File: config.mk
export PLATFORM = sky130hd
export DESIGN_NAME = mmio_uart_tx
export DESIGN_NICKNAME = d
export VERILOG_FILES = /design/src/rtl/mmio_uart_tx_pkg.sv /design/src/rtl/mmio_uart_tx_fifo.sv /design/src/rtl/mmio_uart_tx.sv
export SDC_FILE = /design/constraint.sdc
export NUM_CORES = 1
export LEC_CHECK = 0
export BUFFER_PORTS_ARGS = -buffer_cell sky130_fd_sc_hd__buf_2
export CORE_ASPECT_RATIO = 0.5
export CORE_MARGIN = 5
export CORE_UTILIZATION = 40
export DETAILED_ROUTE_END_ITERATION = 10
export HOLD_SLACK_MARGIN = 0.03
export PLACE_DENSITY_LB_ADDON = 0.15
export SYNTH_ARGS = -nofsm -noshare
export SYNTH_HDL_FRONTEND = slang
export SYNTH_HIERARCHICAL = 1
export SYNTH_SLANG_ARGS = --single-unit
File: constraint.sdc
create_clock -name CLK -period 6.45 [get_ports CLK]
set_clock_uncertainty 0.15 [all_clocks]
set_input_delay 1.29 -clock CLK [delete_from_list [all_inputs] [get_ports CLK]]
set_output_delay 1.29 -clock CLK [all_outputs]
set_load 0.005 [all_outputs]
File: src/rtl/mmio_uart_tx_pkg.sv
// Register map, bit positions and FSM encodings shared by the UART TX slice.
// Optional parity stage is compiled in with UART_TX_PARITY_EN.
package mmio_uart_tx_pkg;

  localparam logic [1:0] REG_TXDATA = 2'd0;
  localparam logic [1:0] REG_STATUS = 2'd1;
  localparam logic [1:0] REG_CTRL   = 2'd2;
  localparam logic [1:0] REG_RSVD   = 2'd3;

  localparam int ST_FULL  = 0;
  localparam int ST_EMPTY = 1;
  localparam int ST_BUSY  = 2;
  localparam int ST_OVF   = 3;
  localparam int ST_CNT   = 8;

  localparam int CT_EN  = 0;
  localparam int CT_IRQ = 1;

  localparam logic [2:0] S_IDLE   = 3'd0;
  localparam logic [2:0] S_START  = 3'd1;
  localparam logic [2:0] S_DATA   = 3'd2;
`ifdef UART_TX_PARITY_EN
  localparam logic [2:0] S_PARITY = 3'd3;
`endif
  localparam logic [2:0] S_STOP   = 3'd4;

endpackage

File: src/rtl/mmio_uart_tx_fifo.sv
// Synchronous transmit FIFO; pointers wrap naturally (power-of-two depth).
// Pushes while full and pops while empty are ignored.
module uart_tx_fifo #(
  parameter int DEPTH = 16
) (
  input  logic                     CLK,
  input  logic                     RST,
  input  logic                     push,
  input  logic [7:0]               din,
  input  logic                     pop,
  output logic [7:0]               head,
  output logic                     full,
  output logic                     empty,
  output logic [$clog2(DEPTH):0]   count
);

  localparam int AW = $clog2(DEPTH);
  localparam int CW = AW + 1;

  logic [7:0]    mem [DEPTH];
  logic [AW-1:0] wptr;
  logic [AW-1:0] rptr;
  logic          do_push;
  logic          do_pop;

  assign full    = (count == CW'(DEPTH));
  assign empty   = (count == '0);
  assign do_push = push && !full;
  assign do_pop  = pop && !empty;
  assign head    = mem[rptr];

  always_ff @(posedge CLK or posedge RST) begin
    if (RST) begin
      wptr  <= '0;
      rptr  <= '0;
      count <= '0;
    end else begin
      if (do_push) wptr <= wptr + AW'(1);
      if (do_pop)  rptr <= rptr + AW'(1);
      unique case ({do_push, do_pop})
        2'b10:   count <= count + CW'(1);
        2'b01:   count <= count - CW'(1);
        default: count <= count;
      endcase
    end
  end

  always_ff @(posedge CLK) begin
    if (do_push) mem[wptr] <= din;
  end

endmodule

File: src/rtl/mmio_uart_tx.sv
// Memory-mapped UART transmitter: TXDATA/STATUS/CTRL window plus FIFO.
// Define UART_TX_PARITY_EN to add an even-parity bit before the stop bit.
module mmio_uart_tx
  import mmio_uart_tx_pkg::*;
#(
  parameter logic [31:0] BASE       = 32'h0020_0000,
  parameter int          CLK_DIV    = 868,
  parameter int          FIFO_DEPTH = 16
) (
  input  logic        CLK,
  input  logic        RST,
  input  logic        CE,
  input  logic [29:0] ADDR,
  input  logic [31:0] DATAI,
  input  logic [3:0]  WSTB,
  output logic [31:0] DATAO,
  output logic        TXD,
  output logic        IRQ
);

  localparam int CW = $clog2(FIFO_DEPTH) + 1;
  localparam int BW = $clog2(CLK_DIV);
  localparam logic [BW-1:0] RELOAD = BW'(CLK_DIV - 1);

  logic          sel;
  logic [1:0]    rsel;
  logic          wr0;
  logic          push;
  logic          pop;
  logic          full;
  logic          empty;
  logic [CW-1:0] count;
  logic [7:0]    head;
  logic [1:0]    ctrl;
  logic          ovf;
  logic [2:0]    state;
  logic [BW-1:0] baud;
  logic [2:0]    bitcnt;
  logic [7:0]    shreg;
  logic          busy;
  logic          can_start;
  logic          baud_done;
  logic [31:0]   status;
  logic          unused_bits;

  assign unused_bits = ^{ADDR[17:2], DATAI[31:8], WSTB[3:1]};

  assign sel  = CE && (ADDR[29:18] == BASE[31:20]);
  assign rsel = ADDR[1:0];
  assign wr0  = sel && WSTB[0];
  assign push = wr0 && (rsel == REG_TXDATA);

  uart_tx_fifo #(.DEPTH(FIFO_DEPTH)) u_fifo (
    .CLK   (CLK),
    .RST   (RST),
    .push  (push),
    .din   (DATAI[7:0]),
    .pop   (pop),
    .head  (head),
    .full  (full),
    .empty (empty),
    .count (count)
  );

  always_ff @(posedge CLK or posedge RST) begin
    if (RST) begin
      ctrl <= '0;
      ovf  <= 1'b0;
    end else begin
      if (wr0 && rsel == REG_CTRL) ctrl <= DATAI[1:0];
      // A dropped push wins over a same-cycle clear so the event is not lost
      if (push && full)
        ovf <= 1'b1;
      else if (wr0 && rsel == REG_STATUS && DATAI[ST_OVF])
        ovf <= 1'b0;
    end
  end

  assign busy      = (state != S_IDLE);
  assign can_start = ctrl[CT_EN] && !empty;
  assign baud_done = (baud == '0);
  assign pop       = can_start &&
                     ((state == S_IDLE) || (state == S_STOP && baud_done));

  always_ff @(posedge CLK or posedge RST) begin
    if (RST) begin
      state  <= S_IDLE;
      baud   <= '0;
      bitcnt <= '0;
      shreg  <= '0;
    end else begin
      unique case (state)
        S_IDLE: begin
          if (can_start) begin
            state <= S_START;
            baud  <= RELOAD;
            shreg <= head;
          end
        end
        S_START: begin
          if (baud_done) begin
            state  <= S_DATA;
            baud   <= RELOAD;
            bitcnt <= '0;
          end else begin
            baud <= baud - 1'b1;
          end
        end
        S_DATA: begin
          if (baud_done) begin
            baud <= RELOAD;
            if (bitcnt == 3'd7) begin
`ifdef UART_TX_PARITY_EN
              state  <= S_PARITY;
`else
              state  <= S_STOP;
`endif
              bitcnt <= '0;
            end else begin
              bitcnt <= bitcnt + 3'd1;
            end
          end else begin
            baud <= baud - 1'b1;
          end
        end
`ifdef UART_TX_PARITY_EN
        S_PARITY: begin
          if (baud_done) begin
            state <= S_STOP;
            baud  <= RELOAD;
          end else begin
            baud <= baud - 1'b1;
          end
        end
`endif
        S_STOP: begin
          if (baud_done) begin
            if (can_start) begin
              state <= S_START;
              baud  <= RELOAD;
              shreg <= head;
            end else begin
              state <= S_IDLE;
            end
          end else begin
            baud <= baud - 1'b1;
          end
        end
        default: state <= S_IDLE;
      endcase
    end
  end

  always_comb begin
    TXD = 1'b1;
    unique case (state)
      S_START:  TXD = 1'b0;
      S_DATA:   TXD = shreg[bitcnt];
`ifdef UART_TX_PARITY_EN
      S_PARITY: TXD = ^shreg;
`endif
      default:  TXD = 1'b1;
    endcase
  end

  assign IRQ = ctrl[CT_IRQ] && empty && !busy;

  always_comb begin
    status           = '0;
    status[ST_FULL]  = full;
    status[ST_EMPTY] = empty;
    status[ST_BUSY]  = busy;
    status[ST_OVF]   = ovf;
    status[ST_CNT +: 5] = 5'(count);
  end

  always_comb begin
    DATAO = '0;
    if (sel) begin
      unique case (rsel)
        REG_STATUS: DATAO = status;
        REG_CTRL:   DATAO = {30'b0, ctrl};
        default:    DATAO = '0;
      endcase
    end
  end

endmodule

==> impl_metrics.ini, run 1 <==
[run_status]
status = finished, final reports clean

[grt]
grt_pass1_vias = 4293
grt_max_degree = 52
grt-ovfl-total = 0
antenna_found_initial = 0
grt_pass1_wl_mm = 25.6
grt.total_usage_pct = 15.5

[sta]
setup_tns_ps = 0
tightestPinTransition_ps = 1060
post-route-min-period_ps = 4420
maxSlewViolCount = 0
timing.slew.headroom_pct = 29.5
hold_viol_final = 0
finalSetupViolCount = 0
fin_crit_sh_pct = 68.5
max_freq_mhz = 226
rsz0062_at_grt = no

[run]
drv_cap = 0

[pwr]
power_density_nw_per_um2 = 294
finalPower_mw = 2.51
ir_worst_vdd_uv = 137
leakagePower_nw = 3.14

[layout]
n_antenna_cell = 0
drive_above_1_share_pct = 19.6
final_nets = 654
syn_to_final_growth_pct = 11.5

[yosys]
ys_top_cells_by_area = edfxtp_1 (50%), dfrtp_1 (13%), mux4_2 (5.3%), mux2i_1 (3.5%), mux2_2 (2.6%)
seq_area_frac_synth_pct = 63.1
synth-seq-cells = 168
ys_warn_count = 6
synthTopCellsByCount = edfxtp_1 (128), dfrtp_1 (40), o21ai_0 (28)
synth_cells = 536
yosys.cell_count.top_type = edfxtp_1
synth_area_per_cell_sq_um = 14.3
synth_top_cell_area_share_pct = 50.1
yosys_most_used_dff = edfxtp_1
async_flop_share_pct = 23.8
yosysTopAreaCell = edfxtp_1
synth_edf_count = 128
netlist_area_sq_um = 7680
synth_cell_type_count = 60

[routing]
routed_via_density = 5.16
vias = 4341
first_pass_iters = 4
wl_per_cell_um = 19.8
route.detailed.drc = 0
antenna_left = 0
drtIter0Drc = 334
drt_wl_total_mm = 16.7

[floorplanning]
rows = 35
die_y_um = 108
die_area_sq_um = 22200
core_sq_um = 18600
start_util_pct = 41.3
die_w_um = 206
ios = 103

[worst_setup_path]
r2r_end = u_fifo/count[4]
path_cells = inv_1, ha_1, or4b_1, nor3_4, o21ai_1, inv_1, nor2b_1, ha_1, inv_1, fa_1, nor2b_1, o21ai_0, nand3_1, or3b_1, xnor2_1
cpMostUsedCell = inv_1
reg2reg_depth = 15
critPathTopFamily = simple AND/OR/NAND/NOR gates
critPathLaunchType = register
r2r-start = baud[0]
critPathMaxStageDelay_ps = 580
required_ps = 6610
arrival_ps = 4580
r2r_slack_ps = 2030
worstSetupPathType = register to register
path_max_fanout = 9
critPathSlowestCell = or4b_1
endpoint_kind = register
critPathBufInv = 3

[clock_tree]
clk_pin_slew_ps = 70
cts_tree = yes
holdBufCountCts = 0
cts-htree-levels = 4
cts-root-buf = clkbuf_16
numCtsBuffers = 17
cts_buffer_depth = 2
cts_sinks = 168
clk_latency_ps = 420
cts_setup_buffers = 0
cts-resized-gates = 0

[placed_design]
dpl.hpwl_mm = 10.7
portBuffers = 36
gp_congestion = 0.769

[min_path]
worstHoldStart = shreg[0]
hold_path_depth = 1
min_to = shreg[0]
hp-class = register to register
## area by class of cell
type | count | area [sq um]
Fill cell | 1648 | 10100
Sequential cell | 168 | 4850
Timing Repair Buffer | 42 | 225
Clock inverter | 13 | 159
Inverter | 21 | 78.8
Clock buffer | 19 | 433
Multi-Input combinational cell | 319 | 2490
Tap cell | 259 | 324
## kinds of logic (layout without fill, tap and decap cells)
family,Yosys count,after routing,synth area share (%)
and+or+nand+nor,112,112,7.86
AOI/OAI and AO/OA,91,91,7.64
DFF,168,168,63.1
xor gates and xnor gates,12,12,1.37
buffers and inverters,71,95,5.51
muxes,64,64,11.6
other,1,23,0.0488
adders and majority gates,17,17,2.84
## layer usage
| metal | track usage, % | wire length [um] | up-vias |
|---|---|---|---|
| li1 | - | - | 2054 |
| met1 | 22.4 | 8320 | 2205 |
| met2 | 23.9 | 7560 | 70 |
| met3 | 3.33 | 640 | 12 |
| met4 | 4.41 | 165 | 0 |
| met5 | 0 | 0 | - |
## through the flow
stage | instances | hold WS, ps | instance area, sq um | util (%) | setup WS (ps)
after floorplan | 558 | 322 | 7760 | - | 2290
after global placement | 809 | 334 | 7970 | 42.8 | 1930
after detailed placement | 809 | 343 | 7970 | 42.8 | 1870
after CTS | 841 | 359 | 8560 | 46.0 | 1930
after global routing | 841 | 372 | 8560 | 46.0 | 1640
final | 841 | 354 | 8560 | 46.0 | 2030
## power breakdown
group          leakage (nW)  internal (mW)  switching, mW  total [mW]
logic                  1.19         0.0977          0.156       0.254
registers              1.67           1.19         0.0331        1.22
clock network         0.277          0.584          0.452        1.04
total                  3.14           1.87          0.641        2.51
## flip-flops by register name, summed over array words and instances, names as in the netlist
register / cells
u_fifo/mem: 128
baud: 10
shreg: 8
u_fifo/count: 5
u_fifo/rptr: 4
u_fifo/wptr: 4
bitcnt: 3
state: 3
ctrl: 2
ovf: 1
## worst max path at each step
stage | startpoint | end | slack (ps) | depth (start not counted)
2_1_floorplan | ADDR[25] | u_fifo/count[4] | 2290 | 14
3_3_place_gp | ADDR[25] | u_fifo/count[4] | 1930 | 13
3_5_place_dp | ADDR[25] | u_fifo/count[4] | 1870 | 13
4_1_cts | baud[0] | u_fifo/count[4] | 1930 | 15
5_1_grt | baud[0] | u_fifo/count[4] | 1640 | 15
6_report | baud[0] | u_fifo/count[4] | 2030 | 15
## layout by cell type, fill, tap and decap left out, types with 15 or more instances in the layout
master,Yosys,final
mux2i_1,27,27
edfxtp_1,128,128
clkbuf_16,0,17
buf_2,6,36
a21oi_1,20,20
nand2_1,25,25
ha_1,15,15
o21ai_0,28,28
nor2_1,22,22
mux2_2,18,18
dfrtp_1,40,39
mux4_2,18,18
inv_1,21,21
conb_1,1,23
(Power assumes the default switching activity.)
==> run 2: changes to the inputs <==
Clock period 6.45 ns to 3.7 ns, I/O delays scaled along.
==> run 2 against run 1 <==
Worst hold slack worse by 130 ps; setup slack worse by 1800 ps; critical endpoint unchanged; combinational power is 100% higher; clock power is 70% higher; power is 75% higher; final area is 2.5% higher.
==> impl_metrics.ini, run 2 (synthesis results as in run 1) <==
[worst_setup_path]
path_max_fanout = 4
r2r_slack_ps = 260
required_ps = 3860
critPathSlowestCell = or4b_4
cpMostUsedCell = inv_1
critPathTopFamily = simple AND/OR/NAND/NOR gates
endpoint_kind = register
r2r_end = u_fifo/count[4]
path_cells = inv_1, ha_1, or4b_4, nor3_4, o21ai_2, inv_1, nor2b_2, ha_2, inv_1, fa_1, nor2b_1, o21ai_0, nand3_1, or3b_1, xnor2_1
reg2reg_depth = 15
arrival_ps = 3590
worstSetupPathType = register to register
critPathMaxStageDelay_ps = 500
critPathLaunchType = register
critPathBufInv = 3
r2r-start = baud[1]

[pwr]
ir_worst_vdd_uv = 282
power_density_nw_per_um2 = 502
leakagePower_nw = 3.29

[grt]
grt_max_degree = 52
busiest_layer = met2
grt-ovfl-total = 0
antenna_found_initial = 0
grt_pass1_wl_mm = 25.8
grt_pass1_vias = 4511
gr-usage-met1_pct = 22.3
grt.total_usage_pct = 15.7
grt_use_met3_pct = 3.90
gr-usage-met2_pct = 24.1

[min_path]
hp-class = input pin to asynchronous set/reset pin

[floorplanning]
die_y_um = 108
core_sq_um = 18600
die_area_sq_um = 22200
rows = 35
die_w_um = 206
ios = 103
start_util_pct = 41.3

[run_status]
status = finished, final reports clean

[routing]
vias = 4496
routed_via_density = 5.19
route.detailed.drc = 0
drt_wl_total_mm = 16.7
drtIter0Drc = 258
first_pass_iters = 4
wl_per_cell_um = 19.3
antenna_left = 0

[sta]
tightestPinTransition_ps = 1070
maxSlewViolCount = 0
hold_viol_final = 0
timing.slew.headroom_pct = 28.6
fin_crit_sh_pct = 92.9
hold_slack_ps = 224
setup_tns_ps = 0
post-route-min-period_ps = 3440
max_freq_mhz = 291
finalSetupViolCount = 0

[layout]
final_nets = 680
reg_top3 = u_fifo/mem (128), baud (10), shreg (8)
drive_above_1_share_pct = 23.8
seq_area_sq_um = 4850
n_antenna_cell = 0
multiInputGateArea_sq_um = 2500
final_common_cell = edfxtp_1
largest-register = u_fifo/mem
final-instance-count-excl-fill = 867
largest_reg_flops = 128
layout_common_cells = edfxtp_1 (128), dfrtp_1 (39), buf_2 (36), buf_4 (31), o21ai_0 (28)
fillers = 1644
syn_to_final_growth_pct = 14.3

[placed_design]
dpl.hpwl_mm = 10.9
gp_congestion = 0.762
portBuffers = 36
post-place-cells = 835

[clock_tree]
clk_pin_slew_ps = 70
numCtsBuffers = 17
cts_sinks = 168
cts-root-buf = clkbuf_16
holdBufCountCts = 0
cts_buffer_depth = 2
clk_latency_ps = 420
cts_setup_buffers = 0
cts-htree-levels = 4
cts_tree = yes

[run]
drv_cap = 0
## run 2: repair_timing
item / in CTS / in global routing
hold endpoints to repair: 0 / 0
gates resized for setup: 0 / 4
setup endpoints to repair: 0 / 1
## run 2: how the worst max path moves through the flow
stage | from | cells after the start | end
after floorplan | baud[0] | 16 | u_fifo/count[4]
after CTS | baud[1] | 15 | u_fifo/count[4]
after global routing | baud[1] | 15 | u_fifo/count[4]
after global placement | ADDR[18] | 13 | u_fifo/count[4]
final | baud[1] | 15 | u_fifo/count[4]
after detailed placement | ADDR[18] | 13 | u_fifo/count[4]
## run 2: power breakdown
group	leakage, nW	total [mW]	switching, mW	internal [mW]
clock network	0.279	1.77	0.813	0.957
registers	1.67	2.12	0.0499	2.07
logic	1.33	0.516	0.291	0.225
## run 2: through the flow
| step | setup WS, ps | utilization [%] | area (sq um) | total power [mW] |
|---|---|---|---|---|
| final | 264 | 47.1 | 8770 | 4.41 |
| after global placement | 114 | 43.9 | 8170 | 2.66 |
| after floorplan | 28.1 | - | 7760 | 2.51 |
| after CTS | 83.4 | 47.1 | 8760 | 4.45 |
| after detailed placement | 94.6 | 43.9 | 8170 | 2.67 |
| after global routing | -6.31 | 47.1 | 8770 | 4.62 |
## run 2: area by class of cell
cell class	count	area share (%)
Clock inverter	15	1.84
Tap cell	259	3.69
Inverter	21	0.898
Clock buffer	17	4.85
Sequential cell	168	55.2
Timing Repair Buffer	68	4.93
Multi-Input combinational cell	319	28.6
## run 2: per-layer routing
metal	routed length [um]	share of wire, %	vias to the layer above
li1	-	-	2101
met1	8170	49	2290
met2	7600	46	92
met3	733	4.4	13
met4	193	1.2	0
met5	0	0	-
